--- config.mk ---
export PLATFORM = sky130hd
export DESIGN_NAME = bcd_display_scanner
export DESIGN_NICKNAME = d
export VERILOG_FILES = /design/src/rtl/bcd_display_scanner.sv
export SDC_FILE = /design/constraint.sdc
export NUM_CORES = 1
export LEC_CHECK = 0
export ABC_AREA = 1
export CAP_MARGIN = 20
export CORE_ASPECT_RATIO = 0.6
export CORE_UTILIZATION = 35
export DETAILED_ROUTE_END_ITERATION = 10
export PLACE_DENSITY = 0.65
export SLEW_MARGIN = 0
export SYNTH_ARGS = -nofsm -noshare
export SYNTH_HDL_FRONTEND = slang
export SYNTH_SLANG_ARGS = --single-unit
--- constraint.sdc ---
create_clock -name clk -period 2.7 [get_ports clk]
set_input_delay 0.54 -clock clk [delete_from_list [all_inputs] [get_ports clk]]
set_output_delay 0.54 -clock clk [all_outputs]
set_load 0.05 [all_outputs]
--- src/rtl/bcd_display_scanner.sv ---
// Three-digit multiplexed 7-segment driver fed by a BCD word over valid/ready.
// New values are taken only between frames so a displayed frame is never torn.
module bcd_display_scanner #(
   parameter int SCAN_DIV       = 1000,
   parameter bit SEG_ACTIVE_LOW = 1'b1
) (
   input  logic        clk,
   input  logic        rst,
   input  logic [11:0] bcd_in,
   input  logic        bcd_valid,
   output logic        bcd_ready,
   output logic [6:0]  seg,
   output logic [2:0]  dig_en,
   output logic        err
);

   localparam int TW = (SCAN_DIV > 1) ? $clog2(SCAN_DIV) : 1;
   localparam logic [TW-1:0] TICK_LAST = TW'(SCAN_DIV - 1);

   typedef enum logic [1:0] {IDLE, SCAN0, SCAN1, SCAN2} state_t;

   state_t        state, state_nxt;
   logic [TW-1:0] tick, tick_nxt;
   logic [11:0]   hold;
   logic          last_tick;
   logic          accept;
   logic [3:0]    nib;
   logic          blank;
   logic [2:0]    dig_log;
   logic [6:0]    seg_log;
   logic [2:0]    dig_act;

   function automatic logic [6:0] seg_decode(input logic [3:0] d);
      logic [6:0] s;
      case (d)
         4'd0:    s = 7'b0111111;
         4'd1:    s = 7'b0000110;
         4'd2:    s = 7'b1011011;
         4'd3:    s = 7'b1001111;
         4'd4:    s = 7'b1100110;
         4'd5:    s = 7'b1101101;
         4'd6:    s = 7'b1111101;
         4'd7:    s = 7'b0000111;
         4'd8:    s = 7'b1111111;
         4'd9:    s = 7'b1101111;
         default: s = 7'b1000000;
      endcase
      return s;
   endfunction

   assign last_tick = (tick == TICK_LAST);

   // Handshake: a transfer happens on any rising edge where bcd_valid && bcd_ready;
   // upstream keeps bcd_in stable while valid is high, ready never looks at valid.
   assign accept = bcd_valid & bcd_ready;

   always_comb begin
      state_nxt = state;
      tick_nxt  = tick;
      bcd_ready = 1'b0;
      case (state)
         IDLE: begin
            bcd_ready = 1'b1;
            tick_nxt  = '0;
            if (bcd_valid) state_nxt = SCAN0;
         end
         SCAN0: begin
            if (last_tick) begin
               state_nxt = SCAN1;
               tick_nxt  = '0;
            end else begin
               tick_nxt = tick + TW'(1);
            end
         end
         SCAN1: begin
            if (last_tick) begin
               state_nxt = SCAN2;
               tick_nxt  = '0;
            end else begin
               tick_nxt = tick + TW'(1);
            end
         end
         SCAN2: begin
            bcd_ready = last_tick;
            if (last_tick) begin
               state_nxt = SCAN0;
               tick_nxt  = '0;
            end else begin
               tick_nxt = tick + TW'(1);
            end
         end
         default: begin
            state_nxt = IDLE;
            tick_nxt  = '0;
         end
      endcase
   end

   always_ff @(posedge clk) begin
      if (!rst) begin
         state <= IDLE;
         tick  <= '0;
         hold  <= 12'h000;
         err   <= 1'b0;
      end else begin
         state <= state_nxt;
         tick  <= tick_nxt;
         if (accept) begin
            hold <= bcd_in;
            err  <= (bcd_in[11:8] > 4'd9) | (bcd_in[7:4] > 4'd9) | (bcd_in[3:0] > 4'd9);
         end
      end
   end

   // Leading-zero blanking looks at the whole upper field, so a non-BCD nibble is never blanked.
   always_comb begin
      nib     = 4'h0;
      blank   = 1'b1;
      dig_log = 3'b000;
      case (state)
         SCAN0: begin
            nib     = hold[3:0];
            blank   = 1'b0;
            dig_log = 3'b001;
         end
         SCAN1: begin
            nib     = hold[7:4];
            blank   = (hold[11:4] == 8'h00);
            dig_log = 3'b010;
         end
         SCAN2: begin
            nib     = hold[11:8];
            blank   = (hold[11:8] == 4'h0);
            dig_log = 3'b100;
         end
         default: begin
            nib     = 4'h0;
            blank   = 1'b1;
            dig_log = 3'b000;
         end
      endcase
      seg_log = blank ? 7'b0000000 : seg_decode(nib);
      dig_act = blank ? 3'b000 : dig_log;
   end

   assign seg    = SEG_ACTIVE_LOW ? ~seg_log : seg_log;
   assign dig_en = SEG_ACTIVE_LOW ? ~dig_act : dig_act;

endmodule

==> summary.md <==
| Metric | Value |
|---|---|
| Seq/Total Area, Yosys | 30.9% |
| Largest net degree at the start of global routing | 16 |
| Cts hold-fix bufs | 0 |
| Synth area leader | dfxtp_1 |
| Max incr delay on CP | 390 ps |
| Netlist cell types | 27 |
| Grt total ovfl | 0 |
| First-pass GRT wire length | roughly 6100 microns |
| Nets@finish | 318 |
| Antenna diode count | 0 |
| Post-synthesis mux area share | 0% |
| Residual DRC count | 0 |
| Starting Density | 37.9% |
| Clock Sink Count | 25 |
| Syn_area_per_cell | 6.24 sq um |
| Num CTS Buffers | 3 |
| Clk_lat worst skew | 270 ps |
| Clock skew | 3.00 ps |
| Core area | 0.00428 sq mm |
| All-Layer GR Usage | around 16% |
| # IOs | 27 |
| DR iter-0 viols | 70 |
| Max Fclk | between 300 and 400 MHz |
| Post-DRT Antenna Nets | 0 |
| Hold Crit Class | flop to flop |
| Most frequent cells in the layout | nand2_1 (73), inv_1 (51), nor2_1 (31) |
| Final Hold Violating Endpoints | 0 |
| Worst EP required | 2160 ps |
| Layout Area Growth over Synthesis | 31.3% |
| Final min period | 2610 ps |
| Mapped Cells | 260 |
| Drt via density | 4.38 |
| Initial antenna violation count | 0 |
| # fillers | 429 |
| Standard-cell rows | 18 |
| Synth Area in Compound Gates | under 10% |
| YS warnings | 0 |
| Synthesized Nets | 286 |
| Hpwl dp | 2830 microns |
| Slew @ Worst Pin | 487 ps |
| WP buf/inv | 2 |
| Crit path max fanout | 7 |
| Final WS setup | 94.9 ps |
| Final Util | about half |
| First-pass iteration count of the detailed router | 4 |
| Critical Path, Cell by Cell | ha_2, nand2_1, nand3_1, nand2_2, inv_1, ha_1, nor2_1, o21ai_0, nand3_1, buf_4 |
| Die Span Y | 54.7 microns |
| Die W | 89.9 microns |
| TNS Setup | 0 ps |
| Adder-Cell Fraction of Synth Area | 8.49% |
| Tcrit/Tclk final | a little over nine tenths |
| Setup Slack @ Placement | 199 ps |
| Clk buf depth | 2 |
| Final Max Tran Viols | 0 |
| Crit-path most repeated cell | nand3_1 |
| Vias in the first global route | 1331 |
| Critical setup path kind | flop to primary output |
| Synth area leaders | dfxtp_1 (31%), nand2_1 (18%), inv_1 (12%) |
| Root Buffer | clkbuf_8 |
| Detailed-route via count | 1536 |
| CP Launch Type | flop |
| GP Congestion | 0.857 |
| Finished Cell Area | between 0.002 and 0.0025 sq mm |
| Max Cap Viol | 0 |
| CP arrival | a little over 2000 ps |
| Die Area | 0.00492 sq mm |
| Setup crit end kind | primary output |
| CP max-delay cell | dfxtp_4 |
| Setup Viol. Count Final | 0 |
| Status | finished clean |
| CTS tree | done |
| Reg clk slew, reported paths | approximately 90 ps |
| Most common cell after layout, fill and taps aside | nand2_1 |
| WL/cell | 10.4 microns |
| Xor and xnor area share after synthesis | ~2.2% |
| H-tree level count | 1 |
| DP Area | approximately 0.002 sq mm |
| Max transition margin | 67.4% |
| Main combinational cell family by area after synthesis | simple AND/OR/NAND/NOR gates |
| Cell family with most CP delay | adder cells |
| Post-Route WL | 3660 microns |
| Synth Register Bits | 25 |
| Port bufs | 26 |
| Post-synthesis cell area | 0.00162 sq mm |
| Synth Area in Simple Gates | 37.7% |
| Top cell type's share of synthesized area | 30.9% |
| Layout cell share with drive strength beyond 1 | 13.4% |
## cell usage after synthesis
cell and instances:
xor2_1 2, a21boi_0 1, buf_6 1, a21oi_1 3, dfxtp_1 25, a21oi_2 1, a31oi_1 1, clkbuf_1 1
nor3b_1 2, o21ai_1 1, nor3_1 2, nand2_1 76, buf_1 1, or2_2 1, o211ai_1 2, buf_2 3
nand4_1 14, ha_1 11, inv_2 2, xnor2_1 2, o21ai_0 7, nand3_2 2, inv_1 53, nand3_1 13
nand2_2 1, nor2_1 31, clkinv_1 1
## final cells by class
class	instances	area [sq um]	share of cell area, %
inverters	56	213	9.99
multi-input cells	173	916	43.0
flip-flops and latches	25	508	23.9
clock buffers	4	45.0	2.12
repair buffers	33	373	17.5
well taps	60	75.1	3.53
## worst paths after layout
| kind | start | endpoint | slack (ps) | depth (start not counted) |
|---|---|---|---|---|
| max | state[0] | seg[4] | 90 | 10 |
| min | tick[0] | tick[0] | 460 | 1 |
| max reg2reg | tick[0] | hold[4] | 940 | 9 |
| min reg2reg | tick[0] | tick[0] | 460 | 1 |
## per-layer routing
layer	wire length, microns	global-route usage (%)
met1	2000	22.8
met2	1410	24.2
met3	233	4.44
met4	22	3.23
met5	0	0
## registers in the layout, summed over array words and instances (netlist names)
| name | cells |
|---|---|
| hold | 12 |
| tick | 10 |
| state | 2 |
| err | 1 |
## kinds of logic (layout without fill, tap and decap cells)
logic type	count (synthesis)	in the layout
adder cells (fa/ha/maj)	11	11
AND/OR/NAND/NOR	142	142
AO/OA/AOI/OAI	16	16
XOR/XNOR	4	4
buffers and inverters	62	93
flip-flops	25	25
## timing repair
action / in CTS / in global routing
pin swaps: 0 / 2
buffers inserted: 0 / 4
endpoints found under the setup margin: 7 / 7
resized for setup: 4 / 12
## stage by stage
stage / hold WS, ps / std cells
final: 459 / 351
after global routing: 486 / 351
after detailed placement: 449 / 343
after CTS: 465 / 347
after global placement: 431 / 343
after floorplan: 418 / 260
Power is not shown: default switching activity piles up to over one toggle a cycle in this logic, so the estimate is an artifact.
